[src/rtl/writeback_unit.sv]
// Writeback stage: holds one execute and one load result, formats load data,
// arbitrates with bounded starvation of EX and drives the register-file write port.
module writeback_unit #(
  parameter int ADDR_WIDTH   = 5,
  parameter int DATA_WIDTH   = 32,
  parameter int STARVE_LIMIT = 4
) (
  input  logic                  clk,
  input  logic                  rst_n,
  input  logic                  ex_valid,
  output logic                  ex_ready,
  input  logic [ADDR_WIDTH-1:0] ex_rd,
  input  logic [DATA_WIDTH-1:0] ex_data,
  input  logic                  mem_valid,
  output logic                  mem_ready,
  input  logic [ADDR_WIDTH-1:0] mem_rd,
  input  logic [DATA_WIDTH-1:0] mem_rdata,
  input  logic [1:0]            mem_size,
  input  logic                  mem_unsigned,
  input  logic [1:0]            mem_offset,
  output logic                  wen,
  output logic [ADDR_WIDTH-1:0] rd,
  output logic [DATA_WIDTH-1:0] dataD,
  output logic [31:0]           retire_count
);

  localparam logic [3:0] LIMIT = 4'(STARVE_LIMIT);

  logic                  r_ex_full, r_mem_full;
  logic [ADDR_WIDTH-1:0] r_ex_rd, r_mem_rd;
  logic [DATA_WIDTH-1:0] r_ex_data, r_mem_data;
  logic [3:0]            r_starve;
  logic                  r_wen;
  logic [ADDR_WIDTH-1:0] r_rd;
  logic [DATA_WIDTH-1:0] r_data;
  logic [31:0]           r_retire;

  logic                  w_ex_grant, w_mem_grant;
  logic                  w_ex_acc, w_mem_acc;
  logic [7:0]            w_byte;
  logic [15:0]           w_half;
  logic [DATA_WIDTH-1:0] w_fmt;

  // EX wins only when alone or once MEM has won LIMIT times in a row against it
  assign w_ex_grant  = r_ex_full & (~r_mem_full | (r_starve == LIMIT));
  assign w_mem_grant = r_mem_full & ~w_ex_grant;

  assign ex_ready  = rst_n & (~r_ex_full  | w_ex_grant);
  assign mem_ready = rst_n & (~r_mem_full | w_mem_grant);
  assign w_ex_acc  = ex_valid  & ex_ready;
  assign w_mem_acc = mem_valid & mem_ready;

  always_comb begin
    w_byte = mem_rdata[{mem_offset, 3'b000} +: 8];
    w_half = mem_rdata[{mem_offset[1], 4'b0000} +: 16];
    case (mem_size)
      2'd0:    w_fmt = {{(DATA_WIDTH-8){~mem_unsigned & w_byte[7]}}, w_byte};
      2'd1:    w_fmt = {{(DATA_WIDTH-16){~mem_unsigned & w_half[15]}}, w_half};
      default: w_fmt = mem_rdata;
    endcase
  end

  always_ff @(posedge clk or negedge rst_n) begin
    if (!rst_n) begin
      r_ex_full  <= 1'b0;
      r_ex_rd    <= '0;
      r_ex_data  <= '0;
      r_mem_full <= 1'b0;
      r_mem_rd   <= '0;
      r_mem_data <= '0;
      r_starve   <= '0;
    end else begin
      if (w_ex_acc) begin
        r_ex_full <= 1'b1;
        r_ex_rd   <= ex_rd;
        r_ex_data <= ex_data;
      end else if (w_ex_grant) begin
        r_ex_full <= 1'b0;
      end
      if (w_mem_acc) begin
        r_mem_full <= 1'b1;
        r_mem_rd   <= mem_rd;
        r_mem_data <= w_fmt;
      end else if (w_mem_grant) begin
        r_mem_full <= 1'b0;
      end
      // only MEM wins over a waiting EX count as starvation
      if (w_ex_grant)
        r_starve <= '0;
      else if (w_mem_grant & r_ex_full)
        r_starve <= r_starve + 4'd1;
    end
  end

  always_ff @(posedge clk or negedge rst_n) begin
    if (!rst_n) begin
      r_wen    <= 1'b0;
      r_rd     <= '0;
      r_data   <= '0;
      r_retire <= '0;
    end else if (w_ex_grant) begin
      r_wen    <= (r_ex_rd != '0);
      r_rd     <= r_ex_rd;
      r_data   <= r_ex_data;
      r_retire <= r_retire + 32'd1;
    end else if (w_mem_grant) begin
      r_wen    <= (r_mem_rd != '0);
      r_rd     <= r_mem_rd;
      r_data   <= r_mem_data;
      r_retire <= r_retire + 32'd1;
    end else begin
      r_wen <= 1'b0;
    end
  end

  assign wen          = r_wen;
  assign rd           = r_rd;
  assign dataD        = r_data;
  assign retire_count = r_retire;

endmodule

[config.mk]
export PLATFORM = sky130hd
export DESIGN_NAME = writeback_unit
export DESIGN_NICKNAME = d
export VERILOG_FILES = /design/src/rtl/writeback_unit.sv
export SDC_FILE = /design/constraint.sdc
export NUM_CORES = 1
export LEC_CHECK = 0
export ABC_AREA = 1
export CAP_MARGIN = 30
export CORE_ASPECT_RATIO = 1.5
export CORE_MARGIN = 5
export CORE_UTILIZATION = 43
export CTS_BUF_LIST = sky130_fd_sc_hd__clkbuf_2
export CTS_CLUSTER_DIAMETER = 150
export DETAILED_ROUTE_END_ITERATION = 12
export PLACE_DENSITY = 0.67
export SLEW_MARGIN = 5
export SYNTH_ARGS = -nofsm -noshare
export SYNTH_HDL_FRONTEND = slang
export SYNTH_SLANG_ARGS = --single-unit
[constraint.sdc]
create_clock -name clk -period 2.24 [get_ports clk]
set_input_delay 0.448 -clock clk [delete_from_list [all_inputs] [get_ports clk]]
set_output_delay 0.448 -clock clk [all_outputs]
set_load 0.05 [all_outputs]
==> results of run 1 <==
sequential cells by signal, summed over array words and instances, names as in the netlist:
register / cells
r_mem_rd: 5
r_ex_full: 1
r_starve: 4
retire_count: 32
r_mem_full: 1
r_ex_data: 32
dataD: 32
rd: 5
r_ex_rd: 5
r_mem_data: 32
wen: 1
layout make-up:
| class | instances | area, um^2 |
|---|---|---|
| clock buffers | 19 | 95.09 |
| fillers | 1662 | 7361 |
| multi-input cells | 726 | 3227 |
| inverters | 50 | 187.7 |
| well taps | 210 | 262.8 |
| diodes | 1 | 2.502 |
| flip-flops and latches | 150 | 3755 |
| clock inverters | 13 | 181.4 |
| repair buffers | 190 | 1764 |
logic make-up after synthesis:
| group | count (synthesis) | synth area share, % |
|---|---|---|
| flip-flops | 150 | 50.77 |
| AND/OR/NAND/NOR | 688 | 39.25 |
| buffers and inverters | 97 | 6.025 |
| adder cells (fa/ha/maj) | 3 | 0.5078 |
| XOR/XNOR | 18 | 2.132 |
| AO/OA/AOI/OAI | 17 | 1.320 |
timing repair:
action,4_1_cts,5_1_grt
endpoints found under the setup margin,71,35
hold endpoints to repair,150,0
hold buffers,1,0
setup buffers,6,3
pin swaps,2,1
gates resized for setup,123,43
per-layer routing:
layer	share of wire (%)	routed length, um	track usage (%)
met1	40	8196	25.65
met2	52	10800	37.60
met3	5.4	1121	4.989
met4	2.9	592	7.635
met5	0	0	0
cell usage after synthesis, drive strengths merged:
library cell | n | area [um^2]
or2 | 1 | 6.260
o211ai | 4 | 30.03
clkbuf | 17 | 63.81
nand4 | 10 | 62.56
nand3 | 158 | 790.8
ha | 3 | 37.54
dfrtp | 150 | 3754
o21bai | 1 | 7.510
xnor2 | 8 | 70.07
inv | 50 | 187.7
a21oi | 3 | 15.01
nor2 | 55 | 264.0
nand2 | 460 | 1744
nor3 | 3 | 26.28
nand3b | 1 | 7.510
o21ai | 9 | 45.04
xor2 | 10 | 87.58
buf | 30 | 193.9
stage by stage:
step / cells / total power [W] / hold WS [ns] / instance area, um^2 / setup WS (ns)
finish: 1359 / 0.007804 / 0.2514 / 9475 / -0.05887
global route: 1359 / 0.008252 / 0.1444 / 9475 / -0.2657
CTS: 1355 / 0.007892 / 0.1671 / 9508 / -0.1593
detailed placement: 1316 / 0.006282 / 0.4585 / 9179 / 0.1955
global placement: 1316 / 0.006249 / 0.4544 / 9179 / 0.2559
floorplan: 973 / 0.005205 / 0.1524 / 7393 / 0.3619
worst paths after layout:
kind                            depth (start not counted)  slack [ns]                      from                      endpoint
worst max-delay path                                    9       -0.06   r_starve[0]$_DFFE_PN0P_                      ex_ready
worst min-delay path                                    3        0.25                 mem_rd[3]       r_mem_rd[3]$_DFFE_PN0P_
worst max register to register                          9        0.43   r_starve[0]$_DFFE_PN0P_          dataD[8]$_DFFE_PN0P_
worst min register to register                          2        0.50  r_ex_data[9]$_DFFE_PN0P_      r_ex_data[9]$_DFFE_PN0P_
max in group asynchronous                               3        1.31                     rst_n  retire_count[14]$_DFFE_PN0P_
min in group asynchronous                               3        0.39                     rst_n         dataD[10]$_DFFE_PN0P_
power by group:
| part | internal [W] | switching (W) | total, W |
|---|---|---|---|
| Sequential | 0.00318 | 0.000340 | 0.00352 |
| Combinational | 0.000809 | 0.00176 | 0.00257 |
| Clock | 0.000736 | 0.000977 | 0.00171 |
| Total | 0.00472 | 0.00308 | 0.00780 |
critical path: cells and delay by family (launching register included):
kind                       cells  cell delay, ns
DFF                            1            0.43
buffers and inverters          4            0.34
and+or+nand+nor                4            0.27
adders and majority gates      1            0.13
==> flow_summary_export.csv, run 1 <==
group,metric,value,unit
placed_design,io_buffers,154,
global_routing,grt_first_pass_wirelength,33.70,mm
routing,routed_wl,20.72,mm
synthesis,synth_sequential_area_ratio,50.77,%
sta,period_minus_slack,2.299,ns
clock_network,numClockSinks,150,
clock_network,ctsHtreeMaxLevel,4,
clock_network,numCtsBuffers,17,
job,timing.max_cap.violations,0,
synthesis,avgSynthCellArea,7.599,um^2
global_routing,number_of_global_route_vias_before_repair,6815,
synthesis,synth-warning-count,0,
sta,fin_tns_setup,-0.1170,ns
synthesis,synth_cells,973,
setup_path,worstPathRequired,1.79,ns
routing,remaining_drc_errors,0,
setup_path,crit_path_cell_trace,"inv_2 -> ha_4 -> nand3_2 -> nand2_2 -> inv_2 -> nand2_2 -> nand2_2 -> inv_2 -> buf_12",
clock_network,worst_setup_hold_path_clk_slew,0.22,ns
cells_and_area,postLayoutCoreUtil,56.28,%
placed_design,gp_congestion,0.9373,
setup_path,critical_path_arrival,1.85,ns
global_routing,antenna_found_initial,1,
placed_design,hpwlAfterDp,15.50,mm
sta,max_slew.worst_pin.slew,0.6268,ns
clock_network,cts.root.buffer_cell,"sky130_fd_sc_hd__clkbuf_2",
routing,antenna_left,0,
global_routing,grt-ovfl-total,0,
routing,number_of_iterations_in_the_first_detailed_routing_pass,5,
die,floorplan.core_area,16840,um^2
setup_path,critical_path.startpoint_type,"flop",
cells_and_area,layout.cells.most_common_list,"sky130_fd_sc_hd__nand2_1 (451), sky130_fd_sc_hd__nand3_1 (156), sky130_fd_sc_hd__dfrtp_1 (149)",
sta,finClkSkew,0.03364,ns
setup_path,cp_max_fo,3,
cells_and_area,drive_above_1_share,12.02,%
sta,hold_viol_final,0,
die,die_height,170.6,um
routing,vias_per_cell,5.053,
global_routing,grt_max_degree,118,
sta,maxSlewViolCount,0,
clock_network,clkLatencyLatePin,0.70,ns
status,outcome,"complete, but fails checks",
power_and_ir_drop,max-vdd-ir-drop,0.4419,mV
cells_and_area,nNetsFinal,1221,
die,chipWidth,117.1,um
synthesis,syn-cell-area,7393,um^2
worst_hold_path,holdCritPathClass,"input pin to flop",
sta,fmax,435.0,MHz
setup_path,critPathSlowestCell,"sky130_fd_sc_hd__dfrtp_1",
routing,drt_first_iter_violations,466,
synthesis,yosysUniqueCellTypes,28,
global_routing,gr-usage-all-layers,21.52,%
die,die_area,19970,um^2
setup_path,setup_cp_type,"flop to primary output",
synthesis,mappedNetlistNets,1059,
cells_and_area,synthToLayoutAreaGrowth,28.16,%
clock_network,clockBufferDepth,2,
clock_network,tritoncts_clock_tree,"done",
routing,via_count,6867,
synthesis,ys_ff_latch,150,
cells_and_area,layout.cells.most_common,"sky130_fd_sc_hd__nand2_1",
die,ioPinCount,155,
setup_path,setup.worst_path.end_class,"primary output",
routing,post_drt_wl_per_cell,15.24,um
status,failed_checks,"setup timing",
sta,min_period_over_period,102.6,%
setup_path,maximum_cell_stage_delay_along_the_critical_path,0.43,ns
sta,final.setup.worst_slack,-0.05887,ns
sta,slew-limit-headroom,58.21,%
die,std_cell_rows,58,
sta,setup_repair_after_global_routing_missed_its_margin,"yes",
power_and_ir_drop,power_leakage,4.841,nW
sta,finalSetupViolations,2,
power_and_ir_drop,power_density,823.6,nW/um^2
die,initial_core_utilization,43.91,%
Power figures use the tool's default switching activity.
==> inputs of run 2 (changes only) <==
--- a/config.mk
+++ b/config.mk
@@ -9,5 +9,4 @@
 export CAP_MARGIN = 30
 export CORE_ASPECT_RATIO = 1.5
-export CORE_MARGIN = 5
 export CORE_UTILIZATION = 43
 export CTS_BUF_LIST = sky130_fd_sc_hd__clkbuf_2
==> constraint.sdc (replaced) <==
create_clock -name clk -period 2.24 [get_ports clk]
set_input_delay 0.448 -clock clk [delete_from_list [all_inputs] [get_ports clk]]
set_output_delay 0.448 -clock clk [all_outputs]
set_load 0.02 [all_outputs]
==> flow_summary_export.csv, run 2 (synthesis gave the netlist of run 1 again) <==
group,metric,value,unit
job,timing.max_cap.violations,0,
die,initial_core_utilization,44.10,%
clock_network,worst_setup_hold_path_clk_slew,0.24,ns
routing,antenna_left,0,
routing,remaining_drc_errors,0,
cells_and_area,layout.cells.most_common,"sky130_fd_sc_hd__nand2_1",
power_and_ir_drop,design_power_total,0.007078,W
die,chipWidth,109.1,um
die,std_cell_rows,58,
die,die_area,17730,um^2
power_and_ir_drop,power_density,730.0,nW/um^2
routing,vias_per_cell,5.064,
power_and_ir_drop,power.sequential.fraction,49.4,%
sta,min_period_over_period,105.6,%
global_routing,antenna_found_initial,1,
status,failed_checks,"setup timing",
global_routing,grt-ovfl-total,0,
power_and_ir_drop,cell_internal_pwr,0.004533,W
cells_and_area,postLayoutCoreUtil,57.84,%
global_routing,number_of_global_route_vias_before_repair,6820,
die,die_height,162.6,um
sta,finalSetupViolations,3,
cells_and_area,nNetsFinal,1241,
placed_design,io_buffers,154,
setup_path,setup_cp_type,"flop to primary output",
sta,final.setup.worst_slack,-0.1247,ns
sta,maxSlewViolCount,0,
routing,number_of_iterations_in_the_first_detailed_routing_pass,5,
global_routing,grt_first_pass_wirelength,32.98,mm
sta,finClkSkew,0.05979,ns
setup_path,cp_max_fo,3,
sta,period_minus_slack,2.365,ns
routing,post_drt_wl_per_cell,14.88,um
cells_and_area,drive_above_1_share,11.22,%
sta,hold_viol_final,0,
power_and_ir_drop,swShare,35.96,%
sta,slew-limit-headroom,57.97,%
die,ioPinCount,155,
placed_design,hpwlAfterDp,14.69,mm
sta,max_slew.worst_pin.slew,0.6295,ns
clock_network,numCtsBuffers,17,
routing,via_count,6983,
placed_design,gp_congestion,0.9526,
cells_and_area,synthToLayoutAreaGrowth,31.14,%
power_and_ir_drop,power_leakage,5.274,nW
routing,routed_wl,20.52,mm
status,outcome,"complete, but fails checks",
power_and_ir_drop,clock_power_share,20.3,%
worst_hold_path,holdCritPathClass,"input pin to flop",
power_and_ir_drop,power.combinational.fraction,30.3,%
setup_path,worstPathRequired,1.79,ns
setup_path,critical_path.startpoint_type,"flop",
sta,worst_hold_slack_across_all_endpoints,0.2566,ns
cells_and_area,layout.cells.most_common_list,"sky130_fd_sc_hd__nand2_1 (451), sky130_fd_sc_hd__nand3_1 (155), sky130_fd_sc_hd__dfrtp_1 (142)",
placed_design,pre_cts_slack,0.1146,ns
sta,fmax,422.9,MHz
clock_network,clockBufferDepth,2,
clock_network,ctsHtreeMaxLevel,4,
clock_network,clkLatencyLatePin,0.71,ns
clock_network,numClockSinks,150,
sta,setup_repair_after_global_routing_missed_its_margin,"yes",
power_and_ir_drop,max-vdd-ir-drop,0.3946,mV
global_routing,gr-usage-all-layers,24.33,%
power_and_ir_drop,power_switching,0.002545,W
setup_path,critical_path_arrival,1.92,ns
global_routing,grt_max_degree,109,
clock_network,cts.root.buffer_cell,"sky130_fd_sc_hd__clkbuf_2",
setup_path,setup.worst_path.end_class,"primary output",
routing,drt_first_iter_violations,346,
clock_network,tritoncts_clock_tree,"done",
die,floorplan.core_area,16760,um^2
-- run 2: path summary, 6_finish.rpt --
| path | from | to | slack, ns | depth (start not counted) |
|---|---|---|---|---|
| max | r_starve[0]$_DFFE_PN0P_ | ex_ready | -0.12 | 9 |
| min | ex_data[3] | r_ex_data[3]$_DFFE_PN0P_ | 0.26 | 3 |
| min reg2reg | r_ex_rd[4]$_DFFE_PN0P_ | r_ex_rd[4]$_DFFE_PN0P_ | 0.50 | 2 |
| min in group asynchronous | rst_n | retire_count[5]$_DFFE_PN0P_ | 0.34 | 3 |
| max in group asynchronous | rst_n | retire_count[22]$_DFFE_PN0P_ | 1.37 | 3 |
| max reg2reg | r_starve[0]$_DFFE_PN0P_ | r_starve[0]$_DFFE_PN0P_ | -0.04 | 16 |
-- run 2: layout make-up --
| class | count | area (um^2) |
|---|---|---|
| tap | 210 | 262.8 |
| clock buffer | 19 | 95.09 |
| fill | 1602 | 7068 |
| timing repair buffer | 210 | 1992 |
| antenna | 1 | 2.502 |
| inverter | 50 | 190.2 |
| sequential | 150 | 3764 |
| multi-input combinational | 726 | 3266 |
| clock inverter | 13 | 123.9 |
-- run 2: repair_timing --
| item | 4_1_cts | 5_1_grt |
|---|---|---|
| endpoints found under the hold margin | 150 | 0 |
| hold buffers | 1 | 0 |
| pin swaps | 4 | 4 |
| resized for setup | 77 | 32 |
| setup buffers | 28 | 4 |
| endpoints found under the setup margin | 49 | 39 |
-- run 2: metrics by stage --
| step | instances | area [um^2] | setup TNS (ns) |
|---|---|---|---|
| 5_1_grt | 1379 | 9696 | -0.6084 |
| 4_1_cts | 1375 | 9570 | -0.3336 |
| 3_5_place_dp | 1314 | 9146 | 0 |
| 6_report | 1379 | 9696 | -0.2722 |
| 3_3_place_gp | 1314 | 9146 | 0 |
| 2_1_floorplan | 973 | 7393 | 0 |
-- run 2: metal layers --
layer  global-route usage [%]  vias up  wire [um]
met5                        0        -          0
met4                    10.93        0        649
met3                    4.082       31        853
met2                    42.37      204      10630
met1                    28.88     3314       8389
li1                         -     3434          -
-- run 2: power groups by stage --
stage / combinational [W] / clock [W] / sequential (W)
final: 0.00214 / 0.00144 / 0.00350
after global routing: 0.00236 / 0.00160 / 0.00356
after CTS: 0.00214 / 0.00150 / 0.00350
after detailed placement: 0.00209 / 0 / 0.00357
after global placement: 0.00206 / 0 / 0.00357
after floorplan: 0.000817 / 0 / 0.00380
-- run 2: critical path, stage by stage, from the launching register on --
cell	delay (ns)
sky130_fd_sc_hd__dfrtp_1	0.45
sky130_fd_sc_hd__inv_2	0.09
sky130_fd_sc_hd__ha_4	0.15
sky130_fd_sc_hd__nand3_4	0.07
sky130_fd_sc_hd__nand2_4	0.11
sky130_fd_sc_hd__inv_4	0.05
sky130_fd_sc_hd__nand2_4	0.06
sky130_fd_sc_hd__nand2_2	0.06
sky130_fd_sc_hd__inv_2	0.07
sky130_fd_sc_hd__buf_6	0.11
==> inputs of run 3 (changes only) <==
Settings changed: PLACE_DENSITY 0.67 to 0.72.
Clock period 2.24 ns to 2.13 ns, I/O delays scaled along.
==> flow_summary_export.csv, run 3 (synthesis gave the netlist of run 1 again) <==
group,metric,value,unit
setup_path,critical_path_arrival,1.84,ns
sta,worst_hold_slack_across_all_endpoints,0.2317,ns
routing,via_count,6879,
sta,hold_viol_final,0,
die,floorplan.core_area,16760,um^2
cells_and_area,synthToLayoutAreaGrowth,28.33,%
clock_network,tritoncts_clock_tree,"done",
routing,drt_first_iter_violations,359,
routing,post_drt_wl_per_cell,14.36,um
global_routing,number_of_global_route_vias_before_repair,6595,
sta,finClkSkew,0.06191,ns
cells_and_area,postLayoutCoreUtil,56.60,%
sta,maxSlewViolCount,0,
setup_path,setup.worst_path.end_class,"primary output",
worst_hold_path,holdCritPathClass,"input pin to flop",
placed_design,pre_cts_slack,0.05377,ns
sta,period_minus_slack,2.266,ns
power_and_ir_drop,power_density,777.4,nW/um^2
die,std_cell_rows,58,
placed_design,io_buffers,154,
sta,fmax,441.2,MHz
sta,slew-limit-headroom,50.40,%
sta,max_slew.worst_pin.slew,0.7441,ns
placed_design,gp_congestion,0.9203,
placed_design,detailed_place.area,9184,um^2
clock_network,clkLatencyLatePin,0.71,ns
routing,remaining_drc_errors,0,
sta,min_period_over_period,106.4,%
power_and_ir_drop,max-vdd-ir-drop,0.3983,mV
die,die_height,162.6,um
placed_design,hpwlAfterDp,14.44,mm
setup_path,worstPathRequired,1.70,ns
cells_and_area,layout.cells.most_common_list,"sky130_fd_sc_hd__nand2_1 (451), sky130_fd_sc_hd__nand3_1 (156), sky130_fd_sc_hd__dfrtp_1 (145)",
routing,number_of_iterations_in_the_first_detailed_routing_pass,5,
clock_network,ctsHtreeMaxLevel,4,
clock_network,worst_setup_hold_path_clk_slew,0.26,ns
status,outcome,"complete, but fails checks",
global_routing,grt_max_degree,60,
clock_network,clockBufferDepth,2,
sta,final.setup.worst_slack,-0.1364,ns
job,timing.max_cap.violations,0,
setup_path,cp_max_fo,3,
clock_network,numClockSinks,150,
status,failed_checks,"setup timing",
power_and_ir_drop,power_leakage,4.983,nW
sta,finalSetupViolations,2,
cells_and_area,nNetsFinal,1223,
die,die_area,17730,um^2
global_routing,gr-usage-all-layers,23.30,%
cells_and_area,layout.cells.most_common,"sky130_fd_sc_hd__nand2_1",
routing,routed_wl,19.54,mm
clock_network,numCtsBuffers,17,
die,chipWidth,109.1,um
setup_path,setup_cp_type,"flop to primary output",
routing,vias_per_cell,5.054,
die,initial_core_utilization,44.10,%
routing,antenna_left,0,
power_and_ir_drop,design_power_total,0.007376,W
sta,setup_repair_after_global_routing_missed_its_margin,"yes",
clock_network,cts.root.buffer_cell,"sky130_fd_sc_hd__clkbuf_2",
die,ioPinCount,155,
cells_and_area,nFillCells,1626,
cells_and_area,fin_area,9488,um^2
cells_and_area,drive_above_1_share,9.304,%
setup_path,critical_path.startpoint_type,"flop",
global_routing,grt-ovfl-total,0,
global_routing,antenna_found_initial,1,
global_routing,grt_first_pass_wirelength,31.93,mm
run 3: cell types whose count changed in the layout (fill, tap and decap cells not counted), sizes merged:
cell / change
buf: -18
clkbuf: -1
clkinv: -2
dlygate4sd2: +24
bufinv: +1
dlymetal6s2s: -21
clkinvlp: +2
clkdlybuf4s50: -3
run 3: worst paths after layout:
kind	startpoint	end	slack, ns	cells past startpoint
hold / removal	ex_data[5]	r_ex_data[5]$_DFFE_PN0P_	0.23	3
setup reg to reg	r_starve[0]$_DFFE_PN0P_	r_ex_rd[4]$_DFFE_PN0P_	0.09	13
setup / recovery	r_starve[0]$_DFFE_PN0P_	ex_ready	-0.14	9
min in group asynchronous	rst_n	r_ex_data[9]$_DFFE_PN0P_	0.35	3
hold reg to reg	r_ex_rd[4]$_DFFE_PN0P_	r_ex_rd[4]$_DFFE_PN0P_	0.50	2
max in group asynchronous	rst_n	retire_count[22]$_DFFE_PN0P_	0.66	4
run 3: layout make-up:
class                   instances  area [um^2]  area share, %
clock inverters                14        150.1          1.582
repair buffers                192         1808          19.06
clock buffers                  18        90.09         0.9495
flip-flops and latches        150         3760          39.63
multi-input cells             726         3227          34.01
inverters                      50        187.7          1.978
diodes                          1        2.502        0.02637
well taps                     210        262.8          2.769
run 3: worst max-delay path: stages (launching register included):
cell                      delay, ns
sky130_fd_sc_hd__dfrtp_1       0.43
sky130_fd_sc_hd__inv_2         0.09
sky130_fd_sc_hd__ha_4          0.13
sky130_fd_sc_hd__nand3_2       0.06
sky130_fd_sc_hd__nand2_2       0.10
sky130_fd_sc_hd__inv_2         0.06
sky130_fd_sc_hd__nand2_2       0.07
sky130_fd_sc_hd__nand2_2       0.06
sky130_fd_sc_hd__inv_2         0.06
sky130_fd_sc_hd__buf_6         0.11
run 3: repair_timing:
item	in CTS	in global routing
pin swaps	3	2
buffers inserted	9	4
setup endpoints to repair	72	36
hold endpoints to repair	93	0
resized for setup	97	2
hold buffers	1	0
run 3: metrics by stage:
step / cells / TNS [ns]
3_5_place_dp: 1314 / 0
6_report: 1361 / -0.2687
5_1_grt: 1361 / -1.822
4_1_cts: 1356 / -0.3023
2_1_floorplan: 973 / 0
3_3_place_gp: 1314 / 0
run 3: power by group:
group / switching, W / internal [W] / total, W
clock: 0.00106 / 0.000551 / 0.00161
sequential: 0.000354 / 0.00334 / 0.00369
combinational: 0.00123 / 0.000842 / 0.00207
total: 0.00264 / 0.00473 / 0.00738
run 3: per-layer routing:
metal  up-vias  track usage [%]  wire length (um)
met3        49            3.321               708
met1      3252            28.06              8067
li1       3392                -                 -
met4         0            10.87               686
met2       186            40.39             10080
met5         -                0                 0
